**src/rtl/dec_branch_counters.sv**
```systemverilog
// dec_branch_counters
//   Commit-side executor for the custom branch-counter instructions. Keeps a
//   committed-branch count (bcount) and a taken-branch count (btcount), each
//   with a sticky overflow flag, and returns counter reads to the i0/i1
//   writeback path one cycle after the read commits.
//
// Ports
//   clk, rst                 core clock, asynchronous active-high reset
//   i0_* / i1_*              per-slot commit info and decoded counter ops;
//                            i1 is younger than i0 and sees i0's effect
//   running                  counting enabled (FSM in RUNNING)
//   bcount, btcount          live counter values (registered)
//   bcount_ovf, btcount_ovf  sticky wrap/saturate flags
//   i0_rd_valid/addr/data    registered read result for slot i0
//   i1_rd_valid/addr/data    registered read result for slot i1
//
// State | meaning
//   STOPPED | branches are not counted
//   RUNNING | committed branches increment the counters

module dec_branch_counters #(
  parameter int CNT_WIDTH = 32,
  parameter bit SATURATE  = 1'b0
) (
  input  logic                 clk,
  input  logic                 rst,
  input  logic                 i0_valid,
  input  logic                 i0_br,
  input  logic                 i0_br_taken,
  input  logic                 i0_bcount_reset,
  input  logic                 i0_btcount_reset,
  input  logic                 i0_start,
  input  logic                 i0_stop,
  input  logic                 i0_bcount_read,
  input  logic                 i0_btcount_read,
  input  logic [4:0]           i0_rd,
  input  logic                 i1_valid,
  input  logic                 i1_br,
  input  logic                 i1_br_taken,
  input  logic                 i1_bcount_reset,
  input  logic                 i1_btcount_reset,
  input  logic                 i1_start,
  input  logic                 i1_stop,
  input  logic                 i1_bcount_read,
  input  logic                 i1_btcount_read,
  input  logic [4:0]           i1_rd,
  output logic                 running,
  output logic [CNT_WIDTH-1:0] bcount,
  output logic [CNT_WIDTH-1:0] btcount,
  output logic                 bcount_ovf,
  output logic                 btcount_ovf,
  output logic                 i0_rd_valid,
  output logic [4:0]           i0_rd_addr,
  output logic [CNT_WIDTH-1:0] i0_rd_data,
  output logic                 i1_rd_valid,
  output logic [4:0]           i1_rd_addr,
  output logic [CNT_WIDTH-1:0] i1_rd_data
);

  localparam int W = CNT_WIDTH;

  typedef enum logic {STOPPED = 1'b0, RUNNING = 1'b1} state_t;

  typedef struct packed {
    state_t         st;
    logic [W-1:0]   bc;
    logic [W-1:0]   btc;
    logic           bo;
    logic           bto;
  } ctx_t;

  state_t       state, state_nxt;
  ctx_t         cur, mid, fin;
  logic         i0_rd_valid_nxt, i1_rd_valid_nxt;
  logic [W-1:0] i0_rd_data_nxt, i1_rd_data_nxt;

  // Returns {carry, value}; carry marks a crossing of all-ones.
  function automatic logic [W:0] bump(logic [W-1:0] v);
    logic [W:0] sum;
    sum = {1'b0, v} + {{W{1'b0}}, 1'b1};
    if (SATURATE && sum[W]) sum[W-1:0] = {W{1'b1}};
    return sum;
  endfunction

  // One slot acting on a context; chained twice so i1 sees i0's result.
  function automatic ctx_t step(ctx_t c, logic valid, logic br, logic taken,
                                logic brst, logic btrst, logic start, logic stop);
    ctx_t       n;
    logic [W:0] s;
    n = c;
    s = '0;
    if (valid) begin
      if (brst) begin
        n.bc = '0;
        n.bo = 1'b0;
      end
      if (btrst) begin
        n.btc = '0;
        n.bto = 1'b0;
      end
      if (br && c.st == RUNNING) begin
        s    = bump(c.bc);
        n.bc = s[W-1:0];
        n.bo = c.bo | s[W];
        if (taken) begin
          s     = bump(c.btc);
          n.btc = s[W-1:0];
          n.bto = c.bto | s[W];
        end
      end
      if (stop)       n.st = STOPPED;
      else if (start) n.st = RUNNING;
    end
    return n;
  endfunction

  always_comb begin
    cur.st  = state;
    cur.bc  = bcount;
    cur.btc = btcount;
    cur.bo  = bcount_ovf;
    cur.bto = btcount_ovf;
    mid = step(cur, i0_valid, i0_br, i0_br_taken, i0_bcount_reset,
               i0_btcount_reset, i0_start, i0_stop);
    fin = step(mid, i1_valid, i1_br, i1_br_taken, i1_bcount_reset,
               i1_btcount_reset, i1_start, i1_stop);
    state_nxt = fin.st;
    i0_rd_valid_nxt = i0_valid & (i0_bcount_read | i0_btcount_read);
    i0_rd_data_nxt  = i0_bcount_read ? cur.bc : cur.btc;
    i1_rd_valid_nxt = i1_valid & (i1_bcount_read | i1_btcount_read);
    i1_rd_data_nxt  = i1_bcount_read ? mid.bc : mid.btc;
  end

  always_ff @(posedge clk or posedge rst) begin
    if (rst) state <= STOPPED;
    else     state <= state_nxt;
  end

  always_ff @(posedge clk or posedge rst) begin
    if (rst) begin
      bcount      <= '0;
      btcount     <= '0;
      bcount_ovf  <= 1'b0;
      btcount_ovf <= 1'b0;
      i0_rd_valid <= 1'b0;
      i0_rd_addr  <= '0;
      i0_rd_data  <= '0;
      i1_rd_valid <= 1'b0;
      i1_rd_addr  <= '0;
      i1_rd_data  <= '0;
    end else begin
      bcount      <= fin.bc;
      btcount     <= fin.btc;
      bcount_ovf  <= fin.bo;
      btcount_ovf <= fin.bto;
      i0_rd_valid <= i0_rd_valid_nxt;
      i1_rd_valid <= i1_rd_valid_nxt;
      // Address and data hold between reads.
      if (i0_rd_valid_nxt) begin
        i0_rd_addr <= i0_rd;
        i0_rd_data <= i0_rd_data_nxt;
      end
      if (i1_rd_valid_nxt) begin
        i1_rd_addr <= i1_rd;
        i1_rd_data <= i1_rd_data_nxt;
      end
    end
  end

  assign running = (state == RUNNING);

  // start and stop together are legal (stop wins), so they count as one op.
  a_i0_one_op: assert property (@(posedge clk) disable iff (rst)
    i0_valid |-> $onehot0({i0_br, i0_bcount_reset, i0_btcount_reset,
                           i0_start | i0_stop, i0_bcount_read, i0_btcount_read}));
  a_i1_one_op: assert property (@(posedge clk) disable iff (rst)
    i1_valid |-> $onehot0({i1_br, i1_bcount_reset, i1_btcount_reset,
                           i1_start | i1_stop, i1_bcount_read, i1_btcount_read}));

endmodule
```
**config.mk**
```make
export PLATFORM = sky130hd
export DESIGN_NAME = dec_branch_counters
export DESIGN_NICKNAME = d
export VERILOG_FILES = /design/src/rtl/dec_branch_counters.sv
export SDC_FILE = /design/constraint.sdc
export NUM_CORES = 1
export LEC_CHECK = 0
export BUFFER_PORTS_ARGS = -buffer_cell sky130_fd_sc_hd__buf_2
export CAP_MARGIN = 10
export CORE_MARGIN = 5
export CORE_UTILIZATION = 53
export DETAILED_ROUTE_END_ITERATION = 12
export PLACE_DENSITY_LB_ADDON = 0.05
export RECOVER_POWER = 100
export SLEW_MARGIN = 15
export SYNTH_ARGS = -nofsm -noshare
export SYNTH_HDL_FRONTEND = slang
export SYNTH_SLANG_ARGS = --single-unit
```
**constraint.sdc**
```tcl
create_clock -name clk -period 4.7 [get_ports clk]
set_input_delay 0.235 -clock clk [delete_from_list [all_inputs] [get_ports clk]]
set_output_delay 0.235 -clock clk [all_outputs]
set_load 0.005 [all_outputs]
```
==> results of run 1 <==
## flip-flops by register name, indices dropped and copies added (netlist names)
signal       flops
i1_rd_valid      1
btcount         32
i0_rd_valid      1
bcount          32
i1_rd_addr       5
i0_rd_addr       5
i1_rd_data      32
i0_rd_data      32
bcount_ovf       1
running          1
btcount_ovf      1
## per-layer routing
metal,routed length (um),vias to the layer above,track usage,part of all wire
li1,-,4710,-,-
met1,15300,4920,0.468,0.42
met2,15900,651,0.498,0.44
met3,3900,104,0.0782,0.11
met4,1290,0,0.134,0.035
met5,0,-,0,0
## where the power goes
| part | leakage [nW] | switching, W | internal (W) |
|---|---|---|---|
| sequential | 1.96 | 0.0000492 | 0.00127 |
| combinational | 2.57 | 0.000249 | 0.000112 |
| clock | 0.270 | 0.000589 | 0.000727 |
| total | 4.80 | 0.000887 | 0.00211 |
## synth_stat cells (11+ instances only)
library cell,number
and4_1,18
nand2_1,180
and2_1,18
nand3_1,59
inv_1,13
nor2_1,72
a21oi_1,45
clkbuf_1,50
dfrtp_1,143
and3_1,22
or3_1,12
mux2_2,22
nor4_1,28
mux2i_1,65
o21ai_0,102
nor3_1,38
o211ai_1,11
nand4_1,51
buf_2,25
## through the flow
stage | cell area, um^2 | hold WS, ns | utilization | setup WS, ns
finish | 11300 | 0.0179 | 0.609 | 0.288
global route | 11300 | 0.0229 | 0.609 | 0.120
CTS | 11500 | 0.0188 | 0.620 | 0.662
detailed placement | 10900 | 0.465 | 0.589 | 0.679
global placement | 10900 | 0.456 | 0.589 | 0.754
floorplan | 9890 | 0.325 | - | 0.627
## area by class of cell
type	count	area (um^2)	share of cell area
clock buffers	20	467	0.0414
clock inverters	12	101	0.00898
inverters	13	48.8	0.00432
multi-input cells	944	5870	0.520
flip-flops and latches	143	3580	0.317
well taps	234	293	0.0259
repair buffers	199	932	0.0826
## worst min path at each step
stage | to | start | slack (ns) | depth (start not counted)
after floorplan | running$_DFF_PP0_ | i1_stop | 0.32 | 1
after global placement | i0_rd_data[12]$_DFFE_PP0P_ | i0_rd_data[12]$_DFFE_PP0P_ | 0.46 | 2
after detailed placement | i1_rd_data[26]$_DFFE_PP0P_ | i1_rd_data[26]$_DFFE_PP0P_ | 0.46 | 2
after CTS | i1_rd_addr[2]$_DFFE_PP0P_ | i1_rd[2] | 0.02 | 2
after global routing | i1_rd_addr[0]$_DFFE_PP0P_ | i1_rd[0] | 0.02 | 2
final | i1_rd_addr[0]$_DFFE_PP0P_ | i1_rd[0] | 0.02 | 2
## cell usage in the layout, fill, tap and decap left out, types with 8 or more instances in the layout
master and count:
nand2_1 180, dfrtp_1 143, o21ai_0 104, buf_2 91, clkbuf_1 88, nor2_1 72
mux2i_1 65, nand3_1 59, nand4_1 51, a21oi_1 45, nor3_1 39, nor4_1 30
and3_1 22, mux2_2 20, buf_4 19, and4_1 18, clkbuf_16 17, and2_1 16
inv_1 13, or3_1 12, o211ai_1 11, a31oi_1 10, o21a_1 10, xnor2_1 10
o22ai_1 10, xor2_1 9, or4_1 8, o311ai_0 8
## worst register-to-register path: stages, from the launching register on
cell,delay (ns)
dfrtp_1,0.66
nand4_2,0.57
or4_1,0.68
o211ai_1,0.50
nand2_1,0.12
nor4_1,0.34
nand4_1,0.48
or4_1,0.63
a21oi_1,0.15
## cell families after synthesis
family / Yosys count / share of synthesized area
multiplexers: 88 / 0.0923
flip-flops: 143 / 0.362
AO/OA/AOI/OAI: 280 / 0.185
adder cells (fa/ha/maj): 4 / 0.00506
AND/OR/NAND/NOR: 553 / 0.297
buffers and inverters: 99 / 0.0420
XOR/XNOR: 19 / 0.0168
==> flow_summary.toml, run 1 <==
[setup_path]
setup.worst_path.end = "bcount[24]$_DFF_PP0_"
critPathTopFamily = "simple AND/OR/NAND/NOR gates"
cpMostUsedCell = "clkbuf_1"
arrival_ns = 4.72
timing_worst_setup_path_type = "input port to flip-flop"
path_cells = "clkbuf_1 -> clkbuf_1 -> nand4_1 -> nor3_1 -> clkbuf_1 -> and3_1 -> mux2_1 -> or3_1 -> nor3_2 -> nand3_1 -> o311ai_1"
endpoint_kind = "flip-flop"
cp_slowest_stage_delay_ns = 0.96
crit-reg2reg-launch = "running$_DFF_PP0_"
crit_path_start = "i0_valid"
r2r-end = "btcount[31]$_DFF_PP0_"
cp.buffers_inverters = 3
slowest_stage = "clkbuf_1"
setup_slack_reg_to_reg_ns = 0.48
crit_path_max_fanout = 22
crit_path_start_kind = "input port"
critical_path_cell_count = 11
rr_worst_depth = 8
timing.critical_path.required_ns = 5.01

[synthesis]
synth-seq-area-share = 0.362
ys.flop_type = "dfrtp_1"
ys_seq_elements = 143
synth.distinct_cells = 82
synth.yosys.warnings = 0
synthArstFlopShare = 1.00
synth_nets = 1220
avgSynthCellArea_um2 = 8.34
synthDominantCellAreaShare = 0.362
number_of_enable_type_register_cells_in_the_synthesized_netlist = 0
synthesis.area_um2 = 9890
syn_inst = 1186
synth.top_cells.by_area = "dfrtp_1 36%, nand2_1 6.8%, mux2i_1 6.6%"
synth_top_cell_by_area = "dfrtp_1"

[cts]
cts_hold_buffers = 0
clock_latency_ns = 0.44
cts_inserted_buffers = 17
cts_post_setup_buffers_inserted = 0
root_driver = "clkbuf_16"
cts_buffer_depth = 2
h_tree_depth = 4
clk_pin_slew_ns = 0.07
cts_repair_resizes = 0
sinks_on_clock_net = 143
clock_tree_from_tritoncts = "done"

[final_layout]
areaGrowthSynthToFinish_pct = 14.1
final_layout_size_suffix_gt1_frac = 0.143
fillers = 1742
final-instance-count-excl-fill = 1565
antenna_cells_inserted = 0
finalNetCount = 1352

[die]
die-height_um = 147
floorplan.initialDensity = 0.534
die_width_um = 147
core_area_um2 = 18500
top_level_ports = 173
die_area_um2 = 21500
std_cell_rows = 50

[detailed_routing]
routedWlPerCell_um = 23.3
drt_drc_violations_left = 0
vias = 10400
drt_wl_total_um = 36400
first_iteration_detailed_routing_drc_count = 1500
postRouteAntennaNets = 0
avgViaCountPerCell = 6.64
drtPass1Iterations = 6

[timing]
tns_ns = 0
tightest_slew_ns = 3.92
worst_slew_margin_rel = -1.61
final_min_period_ns = 4.41
final_count_of_pins_violating_max_slew = 207
final_hold_viol_count = 0
layout_worst_path_cycle_share = 0.939
worst_clock_skew_ns = 0.0121
rsz0062_at_grt = "no"
clock.fmax_ghz = 0.227
setup_viol_count_final = 0

[pwr]
totalPowerFinal_w = 0.00300
ir_worst_vdd_mv = 0.243
power.static_leakage_nw = 4.80
power.density_cell_area_nw_per_um2 = 266

[grt]
grt_antenna_before_repair = 0
pin_count_of_the_biggest_net_entering_global_routing = 102
grt_usage = 0.334
first_global_vias = 9818
globalRouteOverflowTotal = 0
grt_pass1_wl_um = 56600

[place]
final_hpwl_from_detailed_placement_um = 27000
placement.io_buffers = 172
gp_routability_congestion = 0.973
placed_cells_incl_taps = 1533

[run]
max_cap_violations = 3

[min_path]
worst_hold_check_path_type = "input port to flip-flop"

[status]
status = "complete, but fails checks"
violations = "max-capacitance violations, max-slew violations"
Note: power is estimated with default switching activity, not from simulation.
==> run 2, diff against run 1 <==
--- a/config.mk
+++ b/config.mk
@@ -5,11 +5,13 @@
 export SDC_FILE = /design/constraint.sdc
 export NUM_CORES = 1
 export LEC_CHECK = 0
-export BUFFER_PORTS_ARGS = -buffer_cell sky130_fd_sc_hd__buf_2
+export ABC_AREA = 1
 export CAP_MARGIN = 10
 export CORE_MARGIN = 5
 export CORE_UTILIZATION = 53
+export CTS_BUF_LIST = sky130_fd_sc_hd__clkbuf_16
 export DETAILED_ROUTE_END_ITERATION = 12
+export DONT_BUFFER_PORTS = 1
 export PLACE_DENSITY_LB_ADDON = 0.05
 export RECOVER_POWER = 100
 export SLEW_MARGIN = 15
==> run 2 against run 1 <==
The flow still finishes with violations (max-capacitance violations, max-slew violations). Synthesized cell count grew 37%. Via count up 9.5%. Design area fell by 1.3%. Non-clock buffer count fell by 176. Synthesized area up 3.9%. Worst setup slack better by 0.60 ns. Register-to-register slack better by 0.41 ns. Sequential share of layout area is 0.43 points higher. Critical endpoint is now bcount[18]$_DFF_PP0_. Largest cell class unchanged.
==> flow_summary.toml, run 2 <==
[final_layout]
final_cell_area_um2 = 11100
mostFrequentLayoutCell = "nand2_1"
finalNetCount = 1647
layout_common_cells = "522 x nand2_1, 190 x inv_1, 170 x o21ai_0, 168 x nor2_1, 143 x dfrtp_1"
final-instance-count-excl-fill = 1891
areaGrowthSynthToFinish_pct = 8.35
final_layout_size_suffix_gt1_frac = 0.0498

[detailed_routing]
drt_drc_violations_left = 0
drt_wl_total_um = 41300
avgViaCountPerCell = 6.01
drtPass1Iterations = 6
first_iteration_detailed_routing_drc_count = 1688
vias = 11400
postRouteAntennaNets = 0
routedWlPerCell_um = 21.8

[timing]
final_min_period_ns = 3.81
tightest_slew_ns = 2.72
setup_viol_count_final = 0
layout_worst_path_cycle_share = 0.811
worst_clock_skew_ns = 0.0188
tns_ns = 0
worst_slew_margin_rel = -0.834
clock.fmax_ghz = 0.262
final_count_of_pins_violating_max_slew = 194
rsz0062_at_grt = "no"
final_hold_viol_count = 0

[setup_path]
timing_worst_setup_path_type = "flip-flop to flip-flop"
crit_path_start = "running$_DFF_PP0_"
r2r-end = "bcount[18]$_DFF_PP0_"
path_cells = "nand2_1 -> nand2_1 -> o21ai_0 -> nand2_1 -> nand2_1 -> nor2_1 -> nand2_1 -> nor2_1 -> nand3_1 -> nor2_4 -> and2_0 -> nand2_1 -> nand2_1 -> o21ai_1 -> o21ai_1 -> o31ai_1"
cpMostUsedCell = "nand2_1"
rr_worst_depth = 16
setup_slack_reg_to_reg_ns = 0.89
crit_path_max_fanout = 20
arrival_ns = 4.10
setup.worst_path.end = "bcount[18]$_DFF_PP0_"
timing.critical_path.required_ns = 4.99
endpoint_kind = "flip-flop"
crit-reg2reg-launch = "running$_DFF_PP0_"
crit_path_start_kind = "flip-flop"
cp_slowest_stage_delay_ns = 0.72
slowest_stage = "nand2_1"

[pwr]
power_switching_w = 0.00109
clock_power_share = 0.412
internal_power_w = 0.00221
ir_worst_vdd_mv = 0.279
power.share.sequential = 0.451
power.share.combinational = 0.137
power.static_leakage_nw = 5.12
power.density_cell_area_nw_per_um2 = 297
totalPowerFinal_w = 0.00330
netSwitchingFraction = 0.330

[synthesis]
ys_seq_elements = 143
synthesis.area_um2 = 10300
synth_compound_area_frac = 0.152
synthDominantCellAreaShare = 0.348
synth.yosys.warnings = 0
synthArstFlopShare = 1.00
synth_nets = 1655
synth_top_family_by_area = "simple AND/OR/NAND/NOR gates"
synth.top_cells.by_area = "dfrtp_1 35%, nand2_1 19%, o21ai_0 8.0%"
synth.top_cells.by_count = "518 x nand2_1, 189 x inv_1, 164 x o21ai_0"
synth-seq-area-share = 0.348
yosysMostFrequentCell = "nand2_1"
number_of_enable_type_register_cells_in_the_synthesized_netlist = 0
ys.flop_type = "dfrtp_1"
synth_top_cell_by_area = "dfrtp_1"
syn_inst = 1621
synth.distinct_cells = 48
yosys-mux-area-fraction = 0
synth_simple_gate_area_share = 0.398
synth_fa_ha_area_frac = 0.00487
avgSynthCellArea_um2 = 6.34
synth-xor-area-share = 0.00170

[cts]
clock_tree_from_tritoncts = "done"
cts_post_setup_buffers_inserted = 0
clk_pin_slew_ns = 0.07
cts_hold_buffers = 18
root_driver = "clkbuf_16"
clock_latency_ns = 0.43
h_tree_depth = 4
cts_buffer_depth = 2
cts_inserted_buffers = 17
cts_repair_resizes = 0
sinks_on_clock_net = 143

[place]
placement.io_buffers = 0
placed_cells_incl_taps = 1841
final_hpwl_from_detailed_placement_um = 31400
gp_routability_congestion = 1.05
place_area_um2 = 10500

[grt]
grt_antenna_before_repair = 0
pin_count_of_the_biggest_net_entering_global_routing = 106
globalRouteOverflowTotal = 0
grt_usage = 0.367
grt_pass1_wl_um = 62100
first_global_vias = 10200

[die]
die_area_um2 = 22300
die-height_um = 149
die_width_um = 149
top_level_ports = 173
floorplan.initialDensity = 0.533
core_area_um2 = 19300
std_cell_rows = 51

[status]
status = "complete, but fails checks"
violations = "max-capacitance violations, max-slew violations"

[run]
max_cap_violations = 3

[min_path]
worst_hold_check_path_type = "input port to flip-flop"
hold_path_depth = 3
run 2: cell count changes in the layout (fill, tap and decap cells not counted), moves of 66 or more:
cell and change:
nand2_1 +342, buf_2 -91, nor2_1 +96, o21ai_0 +66, clkbuf_1 -87, inv_1 +177
run 2: metrics by stage:
| stage | hold slack (ns) | setup slack [ns] | utilization |
|---|---|---|---|
| CTS | 0.00194 | 1.51 | 0.582 |
| detailed placement | 0.349 | 1.52 | 0.543 |
| floorplan | 0.345 | 0.627 | - |
| global route | 0.0173 | 0.540 | 0.578 |
| finish | 0.00636 | 0.886 | 0.578 |
| global placement | 0.348 | 1.47 | 0.543 |
run 2: final cells by class:
type | count | area, um^2
inverter | 203 | 766
clock inverter | 14 | 150
antenna | 1 | 2.50
tap | 265 | 332
timing repair buffer | 23 | 211
multi-input combinational | 1225 | 5670
clock buffer | 17 | 425
fill | 1926 | 8140
sequential | 143 | 3580
run 2: worst min path at each step:
| stage | startpoint | end |
|---|---|---|
| 2_1_floorplan | i0_rd[0] | i0_rd_addr[0]$_DFFE_PP0P_ |
| 3_3_place_gp | i1_rd[4] | i1_rd_addr[4]$_DFFE_PP0P_ |
| 3_5_place_dp | i1_rd[2] | i1_rd_addr[2]$_DFFE_PP0P_ |
| 4_1_cts | i0_bcount_read | i0_rd_data[13]$_DFFE_PP0P_ |
| 5_1_grt | i1_valid | bcount[1]$_DFF_PP0_ |
| 6_report | i0_bcount_read | i0_rd_data[13]$_DFFE_PP0P_ |
run 2: kinds of logic (layout without fill, tap and decap cells):
| family | after synthesis | count (layout) |
|---|---|---|
| AND/OR/NAND/NOR | 932 | 932 |
| AO/OA/AOI/OAI | 287 | 287 |
| buffers and inverters | 253 | 257 |
| flip-flops | 143 | 143 |
| adder cells (fa/ha/maj) | 4 | 4 |
| XOR/XNOR | 2 | 2 |
| other | 0 | 1 |
run 2: routing by layer:
metal  wire (um)  part of all wire  GRT usage  vias to the layer above
met2       16400              0.40      0.504                      851
li1            -                 -          -                     5271
met1       17000              0.41      0.535                     5139
met3        5990              0.15      0.107                      107
met5           0                 0          0                        -
met4        1920             0.046      0.163                        0
run 2: power by group through the flow:
stage | registers (W) | clock network [W] | logic [W]
final | 0.00149 | 0.00136 | 0.000453
after global routing | 0.00150 | 0.00142 | 0.000507
after CTS | 0.00148 | 0.00137 | 0.000444
after detailed placement | 0.00151 | 0 | 0.000426
after global placement | 0.00151 | 0 | 0.000423
after floorplan | 0.00145 | 0 | 0.000325
run 2: critical path: cells and delay by family (launching register included):
kind	cells	cell delay [ns]
AND/OR/NAND/NOR	12	2.61
AO/OA/AOI/OAI	4	0.53
flip-flops	1	0.54
